==> src/rtl/multicycle_controller.sv <==
`default_nettype none
// ============================================================================
// multicycle_controller: Moore FSM + ALU decoder for the multicycle MIPS-subset
// CPU. Optional macro BNE_EN adds bne (op 6'h05) through a BNEEX state.
// Revision: 1.0
// ============================================================================
module multicycle_controller (
  input  logic       clk,
  input  logic       reset,
  input  logic [5:0] op,
  input  logic [5:0] funct,
  input  logic       zero,
  output logic       pcen,
  output logic       memwrite,
  output logic       irwrite,
  output logic       regwrite,
  output logic       alusrca,
  output logic       iord,
  output logic       memtoreg,
  output logic       regdst,
  output logic [1:0] alusrcb,
  output logic [1:0] pcsrc,
  output logic [2:0] alucontrol
);

  localparam logic [5:0] OP_RTYPE = 6'h00;
  localparam logic [5:0] OP_LW    = 6'h23;
  localparam logic [5:0] OP_SW    = 6'h2b;
  localparam logic [5:0] OP_BEQ   = 6'h04;
  localparam logic [5:0] OP_ADDI  = 6'h08;
  localparam logic [5:0] OP_J     = 6'h02;
`ifdef BNE_EN
  localparam logic [5:0] OP_BNE   = 6'h05;
`endif

  typedef enum logic [3:0] {
    S_FETCH   = 4'd0,
    S_DECODE  = 4'd1,
    S_MEMADR  = 4'd2,
    S_MEMRD   = 4'd3,
    S_MEMWB   = 4'd4,
    S_MEMWR   = 4'd5,
    S_RTYPEEX = 4'd6,
    S_RTYPEWB = 4'd7,
    S_BEQEX   = 4'd8,
    S_ADDIEX  = 4'd9,
    S_ADDIWB  = 4'd10,
`ifdef BNE_EN
    S_BNEEX   = 4'd12,
`endif
    S_JEX     = 4'd11
  } state_t;

  state_t     state;
  state_t     state_next;
  logic       pcwrite;
  logic       branch;
  logic [1:0] aluop;
`ifdef BNE_EN
  logic       nbranch;
`endif

  always_ff @(posedge clk or negedge reset) begin
    if (!reset) state <= S_FETCH;
    else        state <= state_next;
  end

  always_comb begin
    state_next = S_FETCH;
    case (state)
      S_FETCH:   state_next = S_DECODE;
      S_DECODE: begin
        case (op)
          OP_LW, OP_SW: state_next = S_MEMADR;
          OP_RTYPE:     state_next = S_RTYPEEX;
          OP_BEQ:       state_next = S_BEQEX;
          OP_ADDI:      state_next = S_ADDIEX;
          OP_J:         state_next = S_JEX;
`ifdef BNE_EN
          OP_BNE:       state_next = S_BNEEX;
`endif
          default:      state_next = S_FETCH;
        endcase
      end
      // op is re-sampled here; anything other than lw/sw aborts to FETCH
      S_MEMADR: begin
        if (op == OP_LW)      state_next = S_MEMRD;
        else if (op == OP_SW) state_next = S_MEMWR;
        else                  state_next = S_FETCH;
      end
      S_MEMRD:   state_next = S_MEMWB;
      S_RTYPEEX: state_next = S_RTYPEWB;
      S_ADDIEX:  state_next = S_ADDIWB;
      default:   state_next = S_FETCH;
    endcase
  end

  always_comb begin
    memwrite = 1'b0;
    irwrite  = 1'b0;
    regwrite = 1'b0;
    alusrca  = 1'b0;
    iord     = 1'b0;
    memtoreg = 1'b0;
    regdst   = 1'b0;
    alusrcb  = 2'b00;
    pcsrc    = 2'b00;
    aluop    = 2'b00;
    pcwrite  = 1'b0;
    branch   = 1'b0;
`ifdef BNE_EN
    nbranch  = 1'b0;
`endif
    case (state)
      S_FETCH: begin
        irwrite = 1'b1;
        pcwrite = 1'b1;
        alusrcb = 2'b01;
      end
      S_DECODE:  alusrcb = 2'b11;
      S_MEMADR: begin
        alusrca = 1'b1;
        alusrcb = 2'b10;
      end
      S_MEMRD:   iord = 1'b1;
      S_MEMWB: begin
        regwrite = 1'b1;
        memtoreg = 1'b1;
      end
      S_MEMWR: begin
        iord     = 1'b1;
        memwrite = 1'b1;
      end
      S_RTYPEEX: begin
        alusrca = 1'b1;
        aluop   = 2'b10;
      end
      S_RTYPEWB: begin
        regdst   = 1'b1;
        regwrite = 1'b1;
      end
      S_BEQEX: begin
        alusrca = 1'b1;
        pcsrc   = 2'b01;
        branch  = 1'b1;
        aluop   = 2'b01;
      end
`ifdef BNE_EN
      S_BNEEX: begin
        alusrca = 1'b1;
        pcsrc   = 2'b01;
        nbranch = 1'b1;
        aluop   = 2'b01;
      end
`endif
      S_ADDIEX: begin
        alusrca = 1'b1;
        alusrcb = 2'b10;
      end
      S_ADDIWB:  regwrite = 1'b1;
      S_JEX: begin
        pcsrc   = 2'b10;
        pcwrite = 1'b1;
      end
      default: ;
    endcase
  end

`ifdef BNE_EN
  assign pcen = pcwrite | (branch & zero) | (nbranch & ~zero);
`else
  assign pcen = pcwrite | (branch & zero);
`endif

  always_comb begin
    alucontrol = 3'b010;
    case (aluop)
      2'b01: alucontrol = 3'b110;
      2'b10: begin
        case (funct)
          6'h20:   alucontrol = 3'b010;
          6'h22:   alucontrol = 3'b110;
          6'h24:   alucontrol = 3'b000;
          6'h25:   alucontrol = 3'b001;
          6'h2a:   alucontrol = 3'b111;
          default: alucontrol = 3'b010;
        endcase
      end
      default: alucontrol = 3'b010;
    endcase
  end

endmodule
`default_nettype wire

==> config.mk <==
export PLATFORM = sky130hd
export DESIGN_NAME = multicycle_controller
export DESIGN_NICKNAME = d
export VERILOG_FILES = /design/src/rtl/multicycle_controller.sv
export SDC_FILE = /design/constraint.sdc
export NUM_CORES = 1
export LEC_CHECK = 0
export BUFFER_PORTS_ARGS = -buffer_cell sky130_fd_sc_hd__buf_2
export CORE_MARGIN = 1.5
export CORE_UTILIZATION = 41
export CTS_CLUSTER_DIAMETER = 150
export DETAILED_ROUTE_END_ITERATION = 8
export PLACE_DENSITY = 0.75
export SYNTH_ARGS = -nofsm -noshare
export SYNTH_HDL_FRONTEND = slang
export SYNTH_SLANG_ARGS = --single-unit
==> constraint.sdc <==
create_clock -name clk -period 1.7 [get_ports clk]
set_input_delay 0.34 -clock clk [delete_from_list [all_inputs] [get_ports clk]]
set_output_delay 0.34 -clock clk [all_outputs]
set_load 0.02 [all_outputs]
==> load_flow_metrics.sql <==
INSERT INTO impl_metrics (metric_group, metric, value, unit) VALUES
('outcome', 'failed_checks', 'negative setup slack', ''),
('worst_setup_path', 'crit_type', 'reg -> out', ''),
('grt', 'globalRouteMet3Util', '6.03', '%'),
('synth', 'synth.most_common_cell', 'sky130_fd_sc_hd__nor2_1', ''),
('timing', 'final-max-slew-violation-count', '0', ''),
('clock_tree', 'cts.sinks', '4', ''),
('synth', 'postSynthCellCount', '81', ''),
('detailed_routing', 'antenna_left', '0', ''),
('outcome', 'outcome', 'complete, but fails checks', ''),
('finish', 'layout.nets', '153', ''),
('timing', 'period_share', '131', '%'),
('placed_design', 'detailedPlacementHpwl', '1310', 'um'),
('power', 'peakVddDrop', '0.991', 'mV'),
('clock_tree', 'ctsHtreeMaxLevel', '1', ''),
('worst_setup_path', 'cp-end-kind', 'output port', ''),
('finish', 'filler_cell_count', '93', ''),
('detailed_routing', 'wire_per_inst', '14.7', 'um'),
('placed_design', 'placement.io_buffers', '29', ''),
('finish', 'ff_latch_area', '103', 'um2'),
('finish', 'largest_registers', 'state x4', ''),
('synth', 'syn_area_per_cell', '7.86', 'um2'),
('synth', 'xor_xnor_fraction_of_synth_area', '4.13', '%'),
('finish', 'largest_register_ff_count', '4', ''),
('synth', 'number_of_synthesized_flops_with_an_enable_pin', '0', ''),
('finish', 'finalCoreUtilization', '81.6', '%'),
('finish', 'stdcell_count', '149', ''),
('timing', 'period_needed', '2.22', 'ns'),
('detailed_routing', 'dr_total_vias', '827', ''),
('worst_setup_path', 'cp_num_buf_inv', '3', ''),
('grt', 'grt_antenna_before_repair', '0', ''),
('detailed_routing', 'first_pass_drt_iterations', '4', ''),
('worst_setup_path', 'worstPathCellList', 'buf_6 > nor3b_4 > nand2_2 > inv_2 > ha_4 > and4bb_2 > nand3_1 > o21ai_1 > buf_4', ''),
('timing', 'hold_slack', '0.414', 'ns'),
('hold_path', 'hp-class', 'in -> reg', ''),
('worst_setup_path', 'cpLargestDelayFamily', 'simple AND/OR/NAND/NOR gates', ''),
('worst_setup_path', 'crit_arrival', '1.88', 'ns'),
('placed_design', 'preCtsSetupSlack', '-0.288', 'ns'),
('worst_setup_path', 'setup.worst_path.start_class', 'register', ''),
('synth', 'number_of_nets_in_the_synthesized_netlist', '99', ''),
('power', 'pwr_density_cell', '961', 'nW/um2'),
('finish', 'antenna_cells_inserted', '0', ''),
('placed_design', 'dp.cells', '135', ''),
('detailed_routing', 'drc', '0', ''),
('die', 'num_io_pins', '30', ''),
('timing', 'report.final.setup_viol', '9', ''),
('synth', 'yosysWarningCount', '0', ''),
('worst_setup_path', 'cp_data_required_time', '1.36', 'ns'),
('synth', 'synthMuxAreaShare', '1.57', '%'),
('die', 'coreArea', '1470', 'um2'),
('die', 'die_x', '42.4', 'um'),
('finish', 'post_route_cells_drive_above_1_share', '65.4', '%'),
('grt', 'first_pass_grt_wire_length', '3260', 'um'),
('clock_tree', 'clock_path_buffers', '2', ''),
('detailed_routing', 'post_drt_via_cell_ratio', '5.55', ''),
('placed_design', 'placedInstanceArea', '897', 'um2'),
('timing', 'max_slew_margin', '70.2', '%'),
('synth', 'asyncSetResetFlopFracSynth', '100', '%'),
('timing', 'worst_clock_skew', '0.00424', 'ns'),
('grt', 'grt_pass1_vias', '793', ''),
('synth', 'yosys_most_used_dff', 'sky130_fd_sc_hd__dfrtp_1', ''),
('synth', 'synthDistinctLibCells', '37', ''),
('die', 'floorplan.die_area', '1800', 'um2'),
('worst_setup_path', 'cp_max_fo', '3', ''),
('die', 'cell_row_count', '14', ''),
('grt', 'groute.layer.met2.usage', '40.3', '%'),
('grt', 'grt-ovfl-total', '0', ''),
('grt', 'gr-usage-met1', '28.3', '%'),
('timing', 'final_worst_path_setup_slack', '-0.519', 'ns'),
('synth', 'synth.cells.most_frequent', '10 x sky130_fd_sc_hd__nor2_1, 6 x sky130_fd_sc_hd__o21ai_0', ''),
('synth', 'cell_area_after_synthesis', '637', 'um2'),
('timing', 'grt_setup_unrepaired', 'yes', '');
[cell type report]
class	count	area share (%)
sequential	4	8.54
timing repair buffer	56	37.9
inverter	4	1.25
clock buffer	3	1.88
multi-input combinational	66	48.8
tap	16	1.67
[logic make-up (layout without fill, tap and decap cells)]
logic type                 after synthesis  count (layout)
AOI/OAI and AO/OA                       17              17
xor gates and xnor gates                 3               3
adders and majority gates                3               3
buffers and inverters                   11              63
DFF                                      4               4
muxes                                    1               1
and+or+nand+nor                         42              42
[worst paths after layout]
path | slack [ns] | cells past startpoint | from | end
worst min-delay path | 0.41 | 2 | op[1] | state[2]
worst min register to register | 0.77 | 4 | state[0] | state[0]
worst max-delay path | -0.52 | 9 | state[3] | alucontrol[0]
worst max register to register | 0.22 | 6 | state[3] | state[2]
min in group asynchronous | 0.45 | 2 | reset | state[3]
max in group asynchronous | 1.11 | 2 | reset | state[0]
[routing by layer]
layer | up-vias | wire (um)
li1 | 402 | -
met5 | - | 0
met2 | 28 | 1120
met1 | 394 | 969
met3 | 3 | 72
met4 | 0 | 20
[report_power, final]
part | total [uW] | switching, uW | internal (uW)
clock network | 116 | 36.8 | 78.8
registers | 149 | 29.2 | 120
logic | 890 | 443 | 447
[timing repair]
item	in CTS	in global routing
endpoints found under the setup margin	11	14
hold endpoints to repair	4	0
hold buffers	1	0
setup buffers	11	2
resized for setup	46	12
pin swaps	5	6
[cells in the final DEF, fill, tap and decap left out, types with 2 or more instances in the layout]
cell type / instances
sky130_fd_sc_hd__ha_4: 2
sky130_fd_sc_hd__and4bb_2: 2
sky130_fd_sc_hd__buf_6: 16
sky130_fd_sc_hd__dfrtp_2: 2
sky130_fd_sc_hd__o21ai_1: 3
sky130_fd_sc_hd__nand2b_1: 2
sky130_fd_sc_hd__nand4b_1: 2
sky130_fd_sc_hd__nor3_4: 2
sky130_fd_sc_hd__nor3_1: 2
sky130_fd_sc_hd__nand3_1: 4
sky130_fd_sc_hd__clkbuf_4: 3
sky130_fd_sc_hd__nor2_2: 4
sky130_fd_sc_hd__xor2_1: 3
sky130_fd_sc_hd__o21ai_0: 3
sky130_fd_sc_hd__dfrtp_1: 2
sky130_fd_sc_hd__buf_4: 22
sky130_fd_sc_hd__nor2_1: 5
sky130_fd_sc_hd__buf_2: 16
sky130_fd_sc_hd__inv_2: 3
sky130_fd_sc_hd__nand2_1: 3
sky130_fd_sc_hd__a21oi_2: 2
sky130_fd_sc_hd__a21oi_1: 2
[through the flow]
step                      total power [uW]  TNS (ns)
final                                 1150     -2.14
after global placement                 748    -0.760
after detailed placement               763    -0.778
after CTS                             1100     -2.01
after floorplan                        560     -1.03
after global routing                  1220     -2.88
No activity file was read; power rests on OpenSTA's default activity.
